`config.mk`:
```
export PLATFORM = sky130hd
export DESIGN_NAME = rv32i_storebuffer_flat
export DESIGN_NICKNAME = d
export VERILOG_FILES = /design/src/rtl/rv32i_storebuffer_if.sv /design/src/rtl/rv32i_storebuffer.sv /design/src/flat_wrapper.sv
export SDC_FILE = /design/constraint.sdc
export NUM_CORES = 1
export LEC_CHECK = 0
export ABC_AREA = 1
export BUFFER_PORTS_ARGS = -buffer_cell sky130_fd_sc_hd__buf_2
export CAP_MARGIN = 25
export CORE_AREA = 2 2 166 168
export DETAILED_ROUTE_END_ITERATION = 10
export DIE_AREA = 0 0 168 170
export GPL_TIMING_DRIVEN = 0
export PLACE_DENSITY_LB_ADDON = 0.08
export SLEW_MARGIN = 15
export SYNTH_ARGS = -nofsm -noshare
export SYNTH_HDL_FRONTEND = slang
export SYNTH_SLANG_ARGS = --single-unit
```
`constraint.sdc`:
```
create_clock -name clk -period 2.8 [get_ports clk]
set_clock_uncertainty 0.2 [all_clocks]
set_input_delay 0.56 -clock clk [delete_from_list [all_inputs] [get_ports clk]]
set_output_delay 0.56 -clock clk [all_outputs]
set_load 0.05 [all_outputs]
```
`src/rtl/rv32i_storebuffer_if.sv`:
```
// Data-memory write port between the store buffer and data memory.
// The store buffer offers one word-aligned write at a time; memory accepts it with MemReady.
interface rv32i_storebuffer_if;
  logic        MemWE;
  logic [31:0] MemAddr;
  logic [31:0] MemWData;
  logic [3:0]  MemBE;
  logic        MemReady;

  modport master (output MemWE, MemAddr, MemWData, MemBE, input MemReady);
  modport slave  (input MemWE, MemAddr, MemWData, MemBE, output MemReady);
endinterface

```
`src/rtl/rv32i_storebuffer.sv`:
```
// RV32I memory-stage store buffer: converts stores to aligned word writes with byte enables,
// queues them in a FIFO, drains them in order and stalls on full or on a load that hits a pending store.
module rv32i_storebuffer #(
  parameter int DEPTH = 4,
  parameter int PTRW  = 2
) (
  input  logic        clk,
  input  logic        rst,
  input  logic        MemWriteM,
  input  logic        MemReadM,
  input  logic [1:0]  StoreSizeM,
  input  logic [31:0] ALUResultM,
  input  logic [31:0] WriteDataM,
  output logic        StallSB,
  output logic        StoreFault,
  output logic        SBEmpty,
  rv32i_storebuffer_if.master memPort
);

  typedef struct packed {
    logic [29:0] addr;
    logic [31:0] data;
    logic [3:0]  be;
  } sbEntry_t;

  sbEntry_t         entries [DEPTH];
  logic [DEPTH-1:0] valid;
  logic [PTRW-1:0]  head;
  logic [PTRW-1:0]  tail;
  logic [PTRW:0]    count;

  logic [1:0]  byteOff;
  logic [31:0] storeData;
  logic [3:0]  storeBE;
  logic        misaligned;
  logic        full;
  logic        enq;
  logic        deq;
  logic        hit;

  assign byteOff = ALUResultM[1:0];

  always_comb begin
    // NOTE: every output of this block gets a default first, so no path can infer a latch.
    storeData  = WriteDataM;
    storeBE    = 4'b1111;
    misaligned = 1'b0;
    case (StoreSizeM)
      2'b00: begin
        storeData = {4{WriteDataM[7:0]}};
        storeBE   = 4'b0001 << byteOff;
      end
      2'b01: begin
        storeData  = {2{WriteDataM[15:0]}};
        storeBE    = 4'b0011 << byteOff;
        misaligned = byteOff[0];
      end
      default: misaligned = (byteOff != 2'b00);
    endcase
  end

  // Full is judged on the registered count, so a same-cycle drain never frees a slot early.
  assign full    = (count == (PTRW + 1)'(DEPTH));
  assign SBEmpty = (count == '0);
  assign enq     = MemWriteM & ~misaligned & ~full;
  assign deq     = memPort.MemWE & memPort.MemReady;

  always_comb begin
    hit = 1'b0;
    for (int i = 0; i < DEPTH; i++) begin
      if (valid[i] && (entries[i].addr == ALUResultM[31:2])) hit = 1'b1;
    end
  end

  assign StallSB = (MemWriteM & ~misaligned & full) | (MemReadM & hit);

  assign memPort.MemWE    = ~SBEmpty;
  assign memPort.MemAddr  = SBEmpty ? '0 : {entries[head].addr, 2'b00};
  assign memPort.MemWData = SBEmpty ? '0 : entries[head].data;
  assign memPort.MemBE    = SBEmpty ? '0 : entries[head].be;

  always_ff @(posedge clk) begin
    // NOTE: state registers use non-blocking assignments so every flop samples pre-edge values.
    if (rst) begin
      head       <= '0;
      tail       <= '0;
      count      <= '0;
      valid      <= '0;
      StoreFault <= 1'b0;
    end else begin
      StoreFault <= MemWriteM & misaligned;
      if (enq) begin
        valid[tail] <= 1'b1;
        tail        <= tail + 1'b1;
      end
      if (deq) begin
        valid[head] <= 1'b0;
        head        <= head + 1'b1;
      end
      case ({enq, deq})
        2'b10:   count <= count + 1'b1;
        2'b01:   count <= count - 1'b1;
        default: count <= count;
      endcase
    end
  end

  // NOTE: the entry storage is not reset; the valid bits and count decide what is live.
  always_ff @(posedge clk) begin
    if (enq) entries[tail] <= '{addr: ALUResultM[31:2], data: storeData, be: storeBE};
  end

endmodule

```
`src/flat_wrapper.sv`:
```
// flat-port wrapper written by rule: the top's interface ports become plain ports
module rv32i_storebuffer_flat 
#(
  parameter int DEPTH = 4,
  parameter int PTRW  = 2
)
  (clk, rst, MemWriteM, MemReadM, StoreSizeM, ALUResultM, WriteDataM, StallSB, StoreFault, SBEmpty, memPort_MemWE, memPort_MemAddr, memPort_MemWData, memPort_MemBE, memPort_MemReady);
  rv32i_storebuffer_if memPort_i ();
  input  logic clk;
  input  logic rst;
  input  logic MemWriteM;
  input  logic MemReadM;
  input  logic [1:0] StoreSizeM;
  input  logic [31:0] ALUResultM;
  input  logic [31:0] WriteDataM;
  output logic StallSB;
  output logic StoreFault;
  output logic SBEmpty;
  output wire logic [$bits(memPort_i.MemWE)-1:0] memPort_MemWE;
  output wire logic [$bits(memPort_i.MemAddr)-1:0] memPort_MemAddr;
  output wire logic [$bits(memPort_i.MemWData)-1:0] memPort_MemWData;
  output wire logic [$bits(memPort_i.MemBE)-1:0] memPort_MemBE;
  input wire logic [$bits(memPort_i.MemReady)-1:0] memPort_MemReady;
  assign memPort_MemWE = memPort_i.MemWE;
  assign memPort_MemAddr = memPort_i.MemAddr;
  assign memPort_MemWData = memPort_i.MemWData;
  assign memPort_MemBE = memPort_i.MemBE;
  assign memPort_i.MemReady = memPort_MemReady;
  rv32i_storebuffer #(.DEPTH(DEPTH), .PTRW(PTRW)) u_core (.clk(clk), .rst(rst), .MemWriteM(MemWriteM), .MemReadM(MemReadM), .StoreSizeM(StoreSizeM), .ALUResultM(ALUResultM), .WriteDataM(WriteDataM), .StallSB(StallSB), .StoreFault(StoreFault), .SBEmpty(SBEmpty), .memPort(memPort_i));
endmodule
```
==> results.cfg, run 1 <==
[run_status]
status = finished, violations left
violations = setup timing

[clock_tree]
cts_tree = built
clkLatencyLatePin_ps = 550
path_clk_slew_ps = 70
cts-buffers-inserted = 29
clockBufferDepth = 3
cts_sinks = 278
cts_max_level = 1
root_buffer = clkbuf_16

[die]
rows = 60
initial_utilization = 0.497
dieArea_um2 = 28600
coreArea_um2 = 26700
die_h_um = 170
dieWidth_um = 168
pin_count = 143

[worst_hold_path]
hold_depth = 3
hold_class = in2reg

[detailed_routing]
wl_um = 41900
wire_per_inst_um = 20.8
drc = 0
viasPerCell = 5.45
dr_total_vias = 10948
drtIter0Drc = 1107
ant_nets = 0
firstDrtPassIters = 6

[placed_design]
pre_cts_ws_ps = -224
io_buffer_count = 140
dp_hpwl_um = 28400
place.gp.congestion = 0.939

[synthesis]
netlist_instances = 1444
ys_seq_elements = 278
synth_top_family_by_area = simple AND/OR/NAND/NOR gates
netlist_area_um2 = 13200
seq_area_frac_synth = 0.620
synth_xor_area_frac = 0.00661
synth.area.mux_share = 0
synthSimpleGateAreaFrac = 0.179
synth.distinct_cells = 26
synth-adder-area-share = 0.0100
synth_warnings = 0
syn_avg_cell_area_um2 = 9.17
synth_compound_area_frac = 0.125

[sta]
hold_viol_final = 0
period_minus_slack_ps = 2910
max_freq_mhz = 344
grt_setup_unrepaired = true
worstMarginPinSlew_ps = 728
min_period_over_period = 1.04
finalWorstSetupSlack_ps = -106
setup_viol = 13
max-slew-margin-rel = 0.510
drv_slew = 0

[power_and_ir_drop]
seqPwrFrac = 0.283
combPwrFrac = 0.492
p_switching_mw = 7.57
p_leak_nw = 6.93
swShare = 0.433
vdd_ir_drop_max_v = 0.000670
p_per_area_nw_per_um2 = 1030
clkPwrFrac = 0.225
internal_power_mw = 9.92

[global_routing]
grt_max_degree = 24
first_global_vias = 10334
grt_util_all_layers = 0.285
grt_antenna_before_repair = 1
grt-ovfl-total = 0
grt_pass1_wl_um = 60700

[layout]
final_core_utilization = 0.638
multiInputGateArea_um2 = 4660
nets = 1728
antenna-diode-count = 0
drive_gt1_frac = 0.226
ff_latch_area_um2 = 8220
n_fill_cell = 2184
area_growth_pct = 28.3

[worst_setup_path]
cpPeakStageDelay_ps = 430
crit_fanout = 3
crit_type = reg2out
cpMaxStageDelayCell = edfxtp_1
rrSetupSlack_ps = 90
end_kind = output pin
rr_worst_depth = 11
crit_required_ps = 2040
start_kind = register
cp_data_arrival_time_ps = 2150
crit_chain = nand2_1 -> o21ai_1 -> nor2_1 -> nand2_1 -> nor2_1 -> nand2_1 -> nor2_2 -> nor2_1 -> nand2_2 -> nand2_2 -> nand2_2 -> buf_8

[run]
maxCapViolations = 0
==> registers in the layout, indices dropped and copies added (netlist names), named ones only <==
| signal | cells |
|---|---|
| u_core.head | 2 |
| u_core.count | 3 |
| u_core.StoreFault | 1 |
| u_core.tail | 2 |
| u_core.entries | 264 |
| u_core.valid | 4 |
==> what timing repair did <==
| item | in CTS | in global routing |
|---|---|---|
| cloned | 0 | 10 |
| hold buffers | 1 | 0 |
| pin swaps | 28 | 70 |
| setup endpoints to repair | 68 | 61 |
| hold endpoints to repair | 1 | 0 |
| resized for setup | 196 | 242 |
| setup buffers | 3 | 6 |
==> critical path, delay by kind of cell, from the launching register on <==
family	cells	cell delay, ps
buffers and inverters	1	140
AND/OR/NAND/NOR	10	930
AO/OA/AOI/OAI	1	60
flip-flops	1	430
==> Yosys cell counts (all sizes together) <==
cell type | count | share of area
a21oi | 135 | 0.052
clkbuf | 35 | 0.0099
xnor2 | 8 | 0.0053
o21ai | 184 | 0.070
ha | 9 | 0.0085
inv | 148 | 0.042
xor2 | 2 | 0.0013
a31oi | 1 | 0.00047
buf | 22 | 0.0077
nor3 | 2 | 0.00076
edfxtp | 264 | 0.60
nand2 | 358 | 0.10
nand3 | 9 | 0.0034
nor2 | 246 | 0.073
conb | 1 | 0.00028
o211ai | 5 | 0.0028
fa | 1 | 0.0015
dfxtp | 14 | 0.021
==> metrics by stage <==
stage	instance area (µm²)	power (mW)	std cells	setup TNS (ps)	hold WS (ps)
6_report	17000	17.5	2010	-460	48.4
5_1_grt	17000	18.1	2010	-1770	53.1
4_1_cts	16200	16.4	1994	-114	43.0
3_5_place_dp	14700	11.7	1938	-16300	285
3_3_place_gp	14400	11.6	1926	-319610	276
2_1_floorplan	13200	9.52	1445	0	260
==> cell usage in the layout (no fill, tap or decap), types with 2 or more instances in the layout <==
master     netlist  final
clkinv_1         0      8
a21oi_1        134     76
conb_1           1      2
dfxtp_1         14     12
o21ai_2          0     11
clkbuf_8         0      2
clkbuf_2         0      7
buf_4            2     52
a21oi_2          0     52
o21ai_1          4     66
clkbuf_16        0     38
clkbuf_4         0     10
clkinv_2         0      5
ha_1             9      9
nor2_4           5      7
buf_12           0     18
nor2_1         241    224
o211ai_1         5      5
inv_2            3      4
inv_1          144    142
nand3_1          9      9
buf_16           0      6
buf_6            0     29
nand2_1        357    346
o21ai_0        180    107
dfxtp_4          0      2
a21oi_4          1      7
buf_2           10     80
edfxtp_1       264    264
xnor2_1          8      7
nor2_2           0     15
nand2_2          0     11
bufinv_16        0      5
buf_8            0      8
clkbuf_1        35      9
==> area by class of cell <==
class	count	area share
clock inverter	20	0.0130
multi-input combinational	962	0.274
tap	341	0.0251
sequential	278	0.484
timing repair buffer	172	0.0902
clock buffer	33	0.0436
inverter	148	0.0336
buffer	56	0.0368
==> final timing paths <==
path | startpoint | end
setup / recovery | u_core.entries[3][65] | StallSB
hold reg to reg | u_core.tail[0] | u_core.tail[0]
hold / removal | MemWriteM | u_core.StoreFault
setup reg to reg | u_core.count[2] | u_core.count[2]
==> routing by layer <==
metal  vias to the layer above  wire (µm)  GRT usage  share of wire
li1                       5198          -          -              -
met1                      5171      16400      0.360           0.39
met2                       475      20400      0.491           0.49
met3                       102       2940     0.0391          0.070
met4                         2       2020      0.129          0.048
met5                         -         16          0        0.00038
==> power groups by stage <==
stage | Clock (mW) | Sequential, mW | Combinational, mW
6_report | 3.93 | 4.95 | 8.61
5_1_grt | 4.12 | 4.97 | 9.01
4_1_cts | 3.94 | 4.93 | 7.48
3_5_place_dp | 0 | 4.99 | 6.67
3_3_place_gp | 0 | 4.99 | 6.58
2_1_floorplan | 0 | 4.97 | 4.55
==> logic make-up after synthesis <==
logic type / count (synthesis)
flops: 278
compound gates: 325
buf+inv: 205
xor+xnor: 10
other cells: 1
fa+ha+maj: 10
simple gates: 615
Note: power is estimated with default switching activity, not from simulation.
==> inputs of run 2 (changes only) <==
--- a/config.mk
+++ b/config.mk
@@ -6,11 +6,11 @@
 export NUM_CORES = 1
 export LEC_CHECK = 0
 export ABC_AREA = 1
-export BUFFER_PORTS_ARGS = -buffer_cell sky130_fd_sc_hd__buf_2
 export CAP_MARGIN = 25
 export CORE_AREA = 2 2 166 168
 export DETAILED_ROUTE_END_ITERATION = 10
 export DIE_AREA = 0 0 168 170
+export DONT_BUFFER_PORTS = 1
 export GPL_TIMING_DRIVEN = 0
 export PLACE_DENSITY_LB_ADDON = 0.08
 export SLEW_MARGIN = 15
==> constraint.sdc (replaced) <==
create_clock -name clk -period 2.8 [get_ports clk]
set_clock_uncertainty 0.2 [all_clocks]
set_input_delay 0.56 -clock clk [delete_from_list [all_inputs] [get_ports clk]]
set_output_delay 0.56 -clock clk [all_outputs]
set_load 0.02 [all_outputs]
==> run 2 against run 1 <==
- sequential power barely moved
- final cell count fell by 5.6%
- worst setup slack improved by 89 ps
- the run still ends with setup timing left
- critical path type unchanged
- routed wire length fell by 0.58%
- non-clock buffer count fell by 115
- critical endpoint unchanged
- critical path depth fell by 2
- utilization fell by 3.5 points
==> results.cfg, run 2 (same netlist as run 1, synthesis figures left out) <==
[die]
dieWidth_um = 168
initial_utilization = 0.497
dieArea_um2 = 28600
rows = 60
pin_count = 143
die_h_um = 170
coreArea_um2 = 26700

[sta]
hold_viol_final = 0
setup_viol = 1
max-slew-margin-rel = 0.484
drv_slew = 0
max_freq_mhz = 355
grt_setup_unrepaired = true
min_period_over_period = 1.01
period_minus_slack_ps = 2820
finalWorstSetupSlack_ps = -17.2
worstMarginPinSlew_ps = 773

[layout]
regMostFlops = u_core.entries
final_cell_mix = nand2_1 (346), edfxtp_1 (264), nor2_1 (227)
ff_latch_area_um2 = 8210
design_area_um2 = 16100
reg_top3 = u_core.entries (264), u_core.valid (4), u_core.count (3)
antenna-diode-count = 0
n_fill_cell = 2245
drive_gt1_frac = 0.145
area_growth_pct = 21.3
nets = 1614
largest_register_ffs = 264
multiInputGateArea_um2 = 4660
final_common_cell = nand2_1

[clock_tree]
cts_tree = built
cts-buffers-inserted = 30
cts_sinks = 278
cts_max_level = 1
root_buffer = clkbuf_16
clockBufferDepth = 3
path_clk_slew_ps = 60
clkLatencyLatePin_ps = 570

[worst_setup_path]
start_kind = register
crit_fanout = 2
end_kind = output pin
cp_data_arrival_time_ps = 2060
rr_startpoint = u_core.count[1]
startpoint = u_core.entries[0][44]
crit_type = reg2out
crit_required_ps = 2040

[run_status]
violations = setup timing
status = finished, violations left

[detailed_routing]
wire_per_inst_um = 21.9
drtIter0Drc = 1099
viasPerCell = 5.47
dr_total_vias = 10371
firstDrtPassIters = 6
wl_um = 41600
drc = 0
ant_nets = 0

[power_and_ir_drop]
swShare = 0.401
vdd_ir_drop_max_v = 0.000609
combPwrFrac = 0.377
seqPwrFrac = 0.339
power.total_mw = 14.6
p_per_area_nw_per_um2 = 908
clkPwrFrac = 0.284
internal_power_mw = 8.73
p_switching_mw = 5.84
p_leak_nw = 6.28

[global_routing]
grt_max_degree = 25
grt_util_all_layers = 0.293
grt-ovfl-total = 0
grt_antenna_before_repair = 0
grt_pass1_wl_um = 61900
first_global_vias = 10155

[placed_design]
place.gp.congestion = 0.917
dp_hpwl_um = 28300
place_area_um2 = 14000
io_buffer_count = 0

[run]
maxCapViolations = 0

[worst_hold_path]
worstHoldStart = rst
hold_class = in2reg
run 2: critical path, cell delays in order, from the launching register on:
cell	delay, ps
edfxtp_1	410
xor2_1	200
nor2_2	140
nand2_1	70
nor2_1	100
nand2_1	90
nor2_1	110
nor2_1	60
nand2_2	110
nand2_2	80
nand2_4	100
run 2: what timing repair did:
| action | in CTS | in global routing |
|---|---|---|
| setup endpoints to repair | 68 | 64 |
| hold buffers | 41 | 0 |
| pin swaps | 17 | 56 |
| hold endpoints to repair | 154 | 0 |
| buffers inserted | 2 | 2 |
| resized for setup | 161 | 87 |
run 2: layer usage:
layer | part of all wire | vias to the layer above | routed length, µm | GRT usage
met2 | 0.49 | 429 | 20300 | 0.509
met5 | 0 | - | 0 | 0
met4 | 0.043 | 0 | 1810 | 0.121
met1 | 0.39 | 4886 | 16300 | 0.366
li1 | - | 4977 | - | -
met3 | 0.078 | 79 | 3260 | 0.0500
run 2: worst paths after layout:
| check | slack [ps] | to | depth (start not counted) |
|---|---|---|---|
| setup / recovery | -20 | StallSB | 10 |
| hold / removal | 30 | u_core.head[0] | 3 |
| setup reg to reg | 290 | u_core.count[2] | 11 |
| hold reg to reg | 310 | u_core.tail[0] | 1 |
run 2: through the flow:
stage | setup TNS, ps | hold WS (ps) | utilization | setup slack [ps] | std cells
after detailed placement | -5320 | 292 | 0.523 | -170 | 1798
after CTS | -11.1 | 7.37 | 0.596 | -11.1 | 1895
after global placement | -278180 | 280 | 0.513 | -1060 | 1786
after global routing | -141 | 49.0 | 0.603 | -110 | 1897
final | -17.2 | 32.6 | 0.603 | -17.2 | 1897
after floorplan | 0 | 260 | - | 51.3 | 1445
run 2: area by class of cell:
cell class                      count  share of cell area
Clock buffer                       38              0.0499
Sequential cell                   278               0.511
Multi-Input combinational cell    962               0.290
Clock inverter                     17              0.0146
Tap cell                          341              0.0266
Buffer                             56              0.0277
Inverter                          148              0.0349
Timing Repair Buffer               57              0.0450
run 2: power groups by stage:
stage	Sequential, mW	Clock, mW	Combinational [mW]
floorplan	4.97	0	3.04
global placement	5.00	0	4.46
detailed placement	4.99	0	4.54
CTS	4.92	4.20	5.30
global route	4.96	4.34	5.86
finish	4.94	4.14	5.50
